**config.mk**
```make
export PLATFORM = sky130hd
export DESIGN_NAME = alu_op_sequencer_flat
export DESIGN_NICKNAME = d
export VERILOG_FILES = /design/src/rtl/alu_op_sequencer_if.sv /design/src/rtl/alu_op_sequencer.sv /design/src/flat_wrapper.sv
export SDC_FILE = /design/constraint.sdc
export NUM_CORES = 1
export LEC_CHECK = 0
export ABC_AREA = 1
export ABC_CLOCK_PERIOD_IN_PS = 1700
export CORE_MARGIN = 10
export CORE_UTILIZATION = 38
export CTS_CLUSTER_DIAMETER = 60
export DETAILED_ROUTE_END_ITERATION = 6
export PLACE_DENSITY = 0.78
export SLEW_MARGIN = 25
export SYNTH_ARGS = -nofsm -noshare
export SYNTH_HDL_FRONTEND = slang
export SYNTH_SLANG_ARGS = --single-unit
```
**constraint.sdc**
```tcl
create_clock -name clk -period 1.7 [get_ports clk]
set_clock_uncertainty 0.2 [all_clocks]
set_input_delay 0.34 -clock clk [delete_from_list [all_inputs] [get_ports clk]]
set_output_delay 0.34 -clock clk [all_outputs]
set_load 0.05 [all_outputs]
```
**src/rtl/alu_op_sequencer_if.sv**
```systemverilog
// ---------------------------------------------------------------------------
// alu_op_sequencer_if
// Bundles the signals of alu_op_sequencer other than clock and reset.
//   req0_* / req1_* : two issue ports (valid, ready, a, b, op)
//   alu_*           : registered operands/opcode to the ALU, result and flags back
//   rsp_*           : response channel (valid, ready, id, result, flags)
//   busy            : sequencer has an op in flight
// Modports:
//   slave  - the sequencer itself
//   master - its environment (requesters, ALU, response consumer)
// ---------------------------------------------------------------------------
interface alu_op_sequencer_if;
    logic        req0_valid;
    logic        req0_ready;
    logic [31:0] req0_a;
    logic [31:0] req0_b;
    logic [2:0]  req0_op;

    logic        req1_valid;
    logic        req1_ready;
    logic [31:0] req1_a;
    logic [31:0] req1_b;
    logic [2:0]  req1_op;

    logic [31:0] alu_a;
    logic [31:0] alu_b;
    logic [2:0]  alu_op;
    logic [31:0] alu_out;
    logic [31:0] alu_flags;

    logic        rsp_valid;
    logic        rsp_ready;
    logic        rsp_id;
    logic [31:0] rsp_result;
    logic [31:0] rsp_flags;

    logic        busy;

    modport slave (
        input  req0_valid, req0_a, req0_b, req0_op,
        output req0_ready,
        input  req1_valid, req1_a, req1_b, req1_op,
        output req1_ready,
        output alu_a, alu_b, alu_op,
        input  alu_out, alu_flags,
        output rsp_valid, rsp_id, rsp_result, rsp_flags,
        input  rsp_ready,
        output busy
    );

    modport master (
        output req0_valid, req0_a, req0_b, req0_op,
        input  req0_ready,
        output req1_valid, req1_a, req1_b, req1_op,
        input  req1_ready,
        input  alu_a, alu_b, alu_op,
        output alu_out, alu_flags,
        input  rsp_valid, rsp_id, rsp_result, rsp_flags,
        output rsp_ready,
        input  busy
    );
endinterface

```
**src/rtl/alu_op_sequencer.sv**
```systemverilog
// ---------------------------------------------------------------------------
// alu_op_sequencer
// Two-requester front end for a combinational ALU. Arbitrates round-robin
// between two issue ports, registers the granted operands onto the ALU, holds
// them for a per-op cycle budget (MUL/DIV are multicycle paths), then captures
// the ALU result and flags into a response register.
//
// Ports:
//   clk       in   rising-edge clock
//   rst_n     in   asynchronous active-low reset
//   bus       slave modport of alu_op_sequencer_if (issue ports, ALU, response)
//   dbg_state out  current FSM state (0 IDLE, 1 EXEC, 2 RESP)
//
// Parameters:
//   MUL_CYCLES  cycles the ALU inputs are held for op 3'b100 (>=1)
//   DIV_CYCLES  cycles the ALU inputs are held for op 3'b101 (>=1)
//
// Optional feature macro: ALU_SEQ_DIV0_FAST_EN
//   When defined, a divide by zero is captured after one cycle, since the ALU
//   produces its zero/invalid result without the long divide path.
//
// Handshake: a transfer happens on a rising edge where valid and ready are
// both high. reqN_ready is combinational and only high in IDLE for the
// granted requester; a requester may drop valid at any time before that.
// rsp_valid stays high with stable rsp_* until rsp_ready is seen high.
// ---------------------------------------------------------------------------
module alu_op_sequencer #(
    parameter int MUL_CYCLES = 2,
    parameter int DIV_CYCLES = 8
) (
    input  logic                clk,
    input  logic                rst_n,
    alu_op_sequencer_if.slave   bus,
    output logic [1:0]          dbg_state
);
    localparam int MAX_L = (MUL_CYCLES > DIV_CYCLES) ? MUL_CYCLES : DIV_CYCLES;
    localparam int CNT_W = $clog2(MAX_L) + 1;

    typedef enum logic [1:0] {
        IDLE = 2'd0,
        EXEC = 2'd1,
        RESP = 2'd2
    } state_t;

    state_t             state;
    logic [CNT_W-1:0]   cnt;
    logic               last_grant;

    logic               grant_any;
    logic               grant_id;
    logic [31:0]        sel_a;
    logic [31:0]        sel_b;
    logic [2:0]         sel_op;
    logic [CNT_W-1:0]   sel_lm1;

    // Grant: sole valid requester, or on a tie the one not served last.
    always_comb begin
        grant_any = bus.req0_valid | bus.req1_valid;
        grant_id  = (bus.req0_valid & bus.req1_valid) ? ~last_grant : bus.req1_valid;
        sel_a     = grant_id ? bus.req1_a  : bus.req0_a;
        sel_b     = grant_id ? bus.req1_b  : bus.req0_b;
        sel_op    = grant_id ? bus.req1_op : bus.req0_op;
    end

    // Hold budget minus one; the counter reaches zero in the final EXEC cycle.
    always_comb begin
        sel_lm1 = '0;
        if (sel_op == 3'b100) begin
            sel_lm1 = CNT_W'(MUL_CYCLES - 1);
        end else if (sel_op == 3'b101) begin
`ifdef ALU_SEQ_DIV0_FAST_EN
            if (sel_b == 32'd0)
                sel_lm1 = '0;
            else
                sel_lm1 = CNT_W'(DIV_CYCLES - 1);
`else
            sel_lm1 = CNT_W'(DIV_CYCLES - 1);
`endif
        end
    end

    assign bus.req0_ready = (state == IDLE) && grant_any && !grant_id;
    assign bus.req1_ready = (state == IDLE) && grant_any &&  grant_id;
    assign dbg_state      = state;

    always_ff @(posedge clk or negedge rst_n) begin
        if (!rst_n) begin
            state          <= IDLE;
            cnt            <= '0;
            last_grant     <= 1'b1;
            bus.alu_a      <= '0;
            bus.alu_b      <= '0;
            bus.alu_op     <= '0;
            bus.rsp_valid  <= 1'b0;
            bus.rsp_id     <= 1'b0;
            bus.rsp_result <= '0;
            bus.rsp_flags  <= '0;
            bus.busy       <= 1'b0;
        end else begin
            case (state)
                IDLE: begin
                    if (grant_any) begin
                        bus.alu_a  <= sel_a;
                        bus.alu_b  <= sel_b;
                        bus.alu_op <= sel_op;
                        bus.rsp_id <= grant_id;
                        last_grant <= grant_id;
                        cnt        <= sel_lm1;
                        bus.busy   <= 1'b1;
                        state      <= EXEC;
                    end
                end
                EXEC: begin
                    if (cnt == '0) begin
                        bus.rsp_result <= bus.alu_out;
                        bus.rsp_flags  <= bus.alu_flags;
                        bus.rsp_valid  <= 1'b1;
                        state          <= RESP;
                    end else begin
                        cnt <= cnt - 1'b1;
                    end
                end
                RESP: begin
                    if (bus.rsp_ready) begin
                        bus.rsp_valid <= 1'b0;
                        bus.busy      <= 1'b0;
                        state         <= IDLE;
                    end
                end
                default: begin
                    state <= IDLE;
                end
            endcase
        end
    end
endmodule
```
**src/flat_wrapper.sv**
```systemverilog
// flat-port wrapper written by rule: the top's interface ports become plain ports
module alu_op_sequencer_flat 
#(
    parameter int MUL_CYCLES = 2,
    parameter int DIV_CYCLES = 8
)
  (clk, rst_n, dbg_state, bus_req0_valid, bus_req0_a, bus_req0_b, bus_req0_op, bus_req0_ready, bus_req1_valid, bus_req1_a, bus_req1_b, bus_req1_op, bus_req1_ready, bus_alu_a, bus_alu_b, bus_alu_op, bus_alu_out, bus_alu_flags, bus_rsp_valid, bus_rsp_id, bus_rsp_result, bus_rsp_flags, bus_rsp_ready, bus_busy);
  alu_op_sequencer_if bus_i ();
  input  logic clk;
  input  logic rst_n;
  output logic [1:0] dbg_state;
  input wire logic [$bits(bus_i.req0_valid)-1:0] bus_req0_valid;
  input wire logic [$bits(bus_i.req0_a)-1:0] bus_req0_a;
  input wire logic [$bits(bus_i.req0_b)-1:0] bus_req0_b;
  input wire logic [$bits(bus_i.req0_op)-1:0] bus_req0_op;
  output wire logic [$bits(bus_i.req0_ready)-1:0] bus_req0_ready;
  input wire logic [$bits(bus_i.req1_valid)-1:0] bus_req1_valid;
  input wire logic [$bits(bus_i.req1_a)-1:0] bus_req1_a;
  input wire logic [$bits(bus_i.req1_b)-1:0] bus_req1_b;
  input wire logic [$bits(bus_i.req1_op)-1:0] bus_req1_op;
  output wire logic [$bits(bus_i.req1_ready)-1:0] bus_req1_ready;
  output wire logic [$bits(bus_i.alu_a)-1:0] bus_alu_a;
  output wire logic [$bits(bus_i.alu_b)-1:0] bus_alu_b;
  output wire logic [$bits(bus_i.alu_op)-1:0] bus_alu_op;
  input wire logic [$bits(bus_i.alu_out)-1:0] bus_alu_out;
  input wire logic [$bits(bus_i.alu_flags)-1:0] bus_alu_flags;
  output wire logic [$bits(bus_i.rsp_valid)-1:0] bus_rsp_valid;
  output wire logic [$bits(bus_i.rsp_id)-1:0] bus_rsp_id;
  output wire logic [$bits(bus_i.rsp_result)-1:0] bus_rsp_result;
  output wire logic [$bits(bus_i.rsp_flags)-1:0] bus_rsp_flags;
  input wire logic [$bits(bus_i.rsp_ready)-1:0] bus_rsp_ready;
  output wire logic [$bits(bus_i.busy)-1:0] bus_busy;
  assign bus_i.req0_valid = bus_req0_valid;
  assign bus_i.req0_a = bus_req0_a;
  assign bus_i.req0_b = bus_req0_b;
  assign bus_i.req0_op = bus_req0_op;
  assign bus_req0_ready = bus_i.req0_ready;
  assign bus_i.req1_valid = bus_req1_valid;
  assign bus_i.req1_a = bus_req1_a;
  assign bus_i.req1_b = bus_req1_b;
  assign bus_i.req1_op = bus_req1_op;
  assign bus_req1_ready = bus_i.req1_ready;
  assign bus_alu_a = bus_i.alu_a;
  assign bus_alu_b = bus_i.alu_b;
  assign bus_alu_op = bus_i.alu_op;
  assign bus_i.alu_out = bus_alu_out;
  assign bus_i.alu_flags = bus_alu_flags;
  assign bus_rsp_valid = bus_i.rsp_valid;
  assign bus_rsp_id = bus_i.rsp_id;
  assign bus_rsp_result = bus_i.rsp_result;
  assign bus_rsp_flags = bus_i.rsp_flags;
  assign bus_i.rsp_ready = bus_rsp_ready;
  assign bus_busy = bus_i.busy;
  alu_op_sequencer #(.MUL_CYCLES(MUL_CYCLES), .DIV_CYCLES(DIV_CYCLES)) u_core (.clk(clk), .rst_n(rst_n), .bus(bus_i), .dbg_state(dbg_state));
endmodule
```
Yosys cells after proc, flatten, opt, wreduce, memory -nomap -nowiden
Cells that the tools add are included.
Widths: inputs -> output; s select.
- add/sub/neg operators: 1
- bitwise logic cells: 3
- reductions and logical operators: 15
- multiplexer cells: 18
- eq/ne operators: 8
- operator list (operator ; number):
    $mux 32 ; 2
    $mux 4 ; 3
    $reduce_and 3->1 ; 4
    $pmux 4 s2 ; 1
    $eq 3x3->1 const B ; 2
    $mux 2 ; 3
    $mux 3 ; 2
    $pmux 2 s3 ; 1
    $reduce_bool 2->1 ; 3
    $logic_not 4->1 ; 1
    $mux 1 ; 4
    $ne 2x1->1 const B ; 2
    $ne 2x2->1 const B ; 2
    $pmux 1 s2 ; 2
    $reduce_and 2->1 ; 2
    $sub 4x1->4 const B ; 1
    $logic_and 1x1->1 ; 3
    $eq 2x1->1 const B ; 1
    $eq 2x2->1 const B ; 1
    $logic_not 2->1 ; 1
    $and 1x1->1 ; 1
    $logic_not 1->1 ; 1
    $not 1->1 ; 1
    $or 1x1->1 ; 1
- flip-flop bits (word level): 141
- word-level logic and storage cells: 56

Logic depth before layout (Yosys ltp)
- depth in word-level cells: 8
- mapped depth: 8
- mapped depth without buffers: 8

Worst setup path before layout
OpenSTA, ideal clock, no wires.
- kind: reg2out
- start: register u_core.state[0], in the netlist u_core.dbg_state[0]
- end: output port bus_req0_ready
- data required time: 1160 ps
- path buffers: 1
- setup slack: -147 ps
- arrival: 1307 ps
- cell stages (with the launch flop): 5
- cell sequence: dfrtp_1 nor2_1 o21ai_2 nor2_1 buf_2
- word-level cells in the longest chain between the ends: 3
- ends and longest elaborated chain (element ; RTL line ; RTL):
    start: declaration ; alu_op_sequencer.sv:45 ; state_t state;
    start signal: assignment ; alu_op_sequencer.sv:88 ; state <= IDLE;
    start signal: assignment ; alu_op_sequencer.sv:110 ; state <= EXEC;
    start signal: assignment ; alu_op_sequencer.sv:118 ; state <= RESP;
    $logic_not 2->1 ; alu_op_sequencer.sv:82 ; assign bus.req0_ready = (state == IDLE) && grant_any && !grant_id;
    $logic_and 1x1->1 (2 in a row) ; alu_op_sequencer.sv:82 ;
    end: declaration ; flat_wrapper.sv:16 ; output wire logic [$bits(bus_i.req0_ready)-1:0] bus_req0_ready;
Every way passes these cells.

Final worst setup path
- start: register u_core.state[0], in the netlist u_core.dbg_state[0]
- end: output port bus_req1_ready
- word-level cells in the longest chain between the ends: 3
- ends and longest elaborated chain (element ; RTL line ; RTL):
    $logic_not 2->1 ; alu_op_sequencer.sv:83 ; assign bus.req1_ready = (state == IDLE) && grant_any && grant_id;
    $logic_and 1x1->1 (2 in a row) ; alu_op_sequencer.sv:83 ;
    end: declaration ; flat_wrapper.sv:21 ; output wire logic [$bits(bus_i.req1_ready)-1:0] bus_req1_ready;
Every way passes these cells.

==> results.json <==
{
  "use_met3_pct": 11.6,
  "dieWidth_um": 145,
  "synth_fp_nets": 904,
  "nets": 1268,
  "required_ns": 1.16,
  "final_cell_mix": "277 x nand2_1, 199 x clkdlybuf4s50_1, 146 x buf_12",
  "yosys_warnings": 0,
  "place_congestion": 0.861,
  "rsz0062_at_grt": "yes",
  "outcome": "complete, but fails checks",
  "top_usage_layer": "met2",
  "clockRootBuffer": "clkbuf_16",
  "area_growth_syn_to_layout_pct": 100,
  "grt_util_met2_pct": 39.0,
  "setup_slack_ns": -0.233,
  "port_buffers": 340,
  "core_area_um2": 15300,
  "nFillCells": 932,
  "syn_area_um2": 5920,
  "dieArea_um2": 21000,
  "regToRegSetupSlack_ns": 0.02,
  "grt.total_usage_pct": 22.2,
  "reg2reg_depth": 8,
  "power_density_nw_per_um2": 2300,
  "cp-start-kind": "flop",
  "seq_area_frac_synth_pct": 59.6,
  "cp_data_arrival_time_ns": 1.39,
  "grt_start_max_net_pins": 60,
  "hpwlAfterDp_mm": 18.9,
  "synth_top_family_by_area": "simple AND/OR/NAND/NOR gates",
  "grt_pass1_vias": 6444,
  "fmax_mhz": 517,
  "postSynthCellCount": 699,
  "drt_iter0_markers": 276,
  "hold_class": "in2async",
  "drc_errors": 0,
  "cellLeakagePower_uw": 0.00568,
  "rr_startpoint": "u_core.last_grant",
  "wl_per_cell_um": 18.9,
  "ios": 341,
  "relSlewSlack_pct": 78.3,
  "yosys.area_share.xor_xnor_pct": 0.148,
  "clock_latency_ns": 0.41,
  "clkTransAtPathRegs_ns": 0.06,
  "fin_setup_tns_ns": -0.457,
  "vias": 6115,
  "regToRegEndpoint": "u_core.bus.alu_a[13]",
  "wl_mm": 24.4,
  "die_h_um": 145,
  "use_met1_pct": 22.0,
  "worst_setup_path_end_kind": "primary output",
  "synth-compound-area-share_pct": 6.55,
  "synth_mux_area_share_pct": 0,
  "htreeDepth": 4,
  "p_total_uw": 27300,
  "final_common_cell": "nand2_1",
  "stdcell_area_um2": 11800,
  "ant_nets": 0,
  "vias_per_cell": 4.74,
  "ctsLongestPathBuffers": 2,
  "gr-total-overflow": 0,
  "drtPass1Iterations": 5,
  "antenna_found_initial": 3,
  "cts_tree": "yes",
  "start_util_pct": 38.8,
  "yosysUniqueCellTypes": 24,
  "max-vdd-ir-drop_v": 0.00128,
  "grt_pass1_wl_mm": 35.3,
  "drive_gt1_share_pct": 20.4,
  "synth-simple-area-share_pct": 24.9,
  "period_minus_slack_ns": 1.93,
  "ys_ff_latch": 141,
  "final-setup-viol-count": 2,
  "worst_pin_slew_ns": 0.325,
  "rows": 45,
  "path_class": "reg2out",
  "hold_violations": 0,
  "synth_fa_ha_area_share_pct": 0.423,
  "cap_violations": 0,
  "cts_buffers": 17,
  "avgSynthCellArea_um2": 8.47,
  "cts.sinks": 141,
  "finalCritPeriodShare_pct": 114,
  "crit_fanout": 4,
  "failed_checks": "negative setup slack",
  "placed_area_um2": 11100,
  "drv_slew": 0
}
-- sequential cells by signal, summed over array words and instances (netlist names), 2 cells and up --
register and count:
u_core.bus.alu_a 32, u_core.bus.alu_b 32, u_core.bus.rsp_flags 32, u_core.bus.rsp_result 32, u_core.cnt 4, u_core.bus.alu_op 3
u_core.dbg_state 2
-- worst max-delay path, cell delays in order, from the launching register on --
cell and delay [ns]:
dfrtp_2 0.44, nor2_4 0.13, o21ai_4 0.10, nor2_4 0.15, buf_8 0.16
-- power by group --
group / leakage [uW] / internal [uW] / switching [uW] / total [uW]
Combinational: 0.00370 / 8020 / 9110 / 17100
Sequential: 0.00172 / 5050 / 1820 / 6860
Clock: 0.000257 / 1920 / 1350 / 3270
Total: 0.00568 / 15000 / 12300 / 27300
-- worst max-delay path by stage --
stage                        startpoint                   endpoint  slack (ns)  depth (start not counted)
global route        u_core.dbg_state[0]             bus_req1_ready       -0.28                          4
finish              u_core.dbg_state[0]             bus_req1_ready       -0.23                          4
floorplan           u_core.dbg_state[1]  u_core.bus.rsp_result[16]        0.02                          8
detailed placement       bus_req1_valid              u_core.cnt[2]       -0.38                          7
CTS                   u_core.last_grant             bus_req1_ready       -0.25                          5
global placement         bus_req0_valid       u_core.bus.alu_b[21]       -0.32                          8
-- cells in the mapped netlist --
cell type	number	share of area [%]
inv_1	78	4.9
dfstp_2	1	0.44
buf_2	19	1.6
nor3b_1	1	0.13
o31ai_1	1	0.13
nand3_2	1	0.17
nand2_2	1	0.11
o21ai_0	68	5.8
dfrtp_1	140	59
o21ai_2	1	0.15
clkbuf_2	3	0.25
nand3b_1	1	0.13
buf_4	8	1.0
clkbuf_1	5	0.32
nand2_1	278	18
nand3_1	66	5.6
a31oi_1	1	0.11
nor2_1	14	0.89
nor2_2	1	0.11
xor2_1	1	0.15
nor3_1	2	0.17
a21oi_1	5	0.42
ha_1	2	0.42
buf_6	1	0.19
-- timing repair --
| action | CTS | global route |
|---|---|---|
| hold endpoints to repair | 140 | 0 |
| cloned | 0 | 3 |
| hold buffers | 1 | 0 |
| gates resized for setup | 15 | 8 |
| pin swaps | 4 | 1 |
| setup endpoints to repair | 60 | 72 |
| setup buffers | 6 | 1 |
-- metal layers --
metal	share of wire, %	up-vias
met5	0	-
met4	2.3	0
met3	13	35
met2	51	303
met1	34	2890
li1	-	2887
-- cell type report --
| cell class | count | area, um2 | share of cell area (%) |
|---|---|---|---|
| Clock inverter | 8 | 42.5 | 0.359 |
| Multi-Input combinational cell | 444 | 1950 | 16.5 |
| Tap cell | 211 | 264 | 2.23 |
| Clock buffer | 24 | 472 | 3.98 |
| Timing Repair Buffer | 381 | 5280 | 44.6 |
| Inverter | 78 | 293 | 2.47 |
| Antenna cell | 3 | 7.51 | 0.0634 |
| Sequential cell | 141 | 3530 | 29.8 |
-- cell families after synthesis --
group,count (synthesis)
AND/OR/NAND/NOR,365
XOR/XNOR,1
buffers and inverters,114
flip-flops,141
adder cells (fa/ha/maj),2
AO/OA/AOI/OAI,76
-- per-stage QoR --
stage	utilization [%]	hold slack, ns	setup WS, ns	cells
floorplan	-	-0.156	0.0225	699
global placement	73.0	-0.0448	-0.318	1244
detailed placement	73.0	-0.0435	-0.376	1244
CTS	77.0	0.116	-0.248	1283
global route	77.6	0.114	-0.283	1289
finish	77.6	0.132	-0.233	1290
Power figures use the tool's default switching activity.
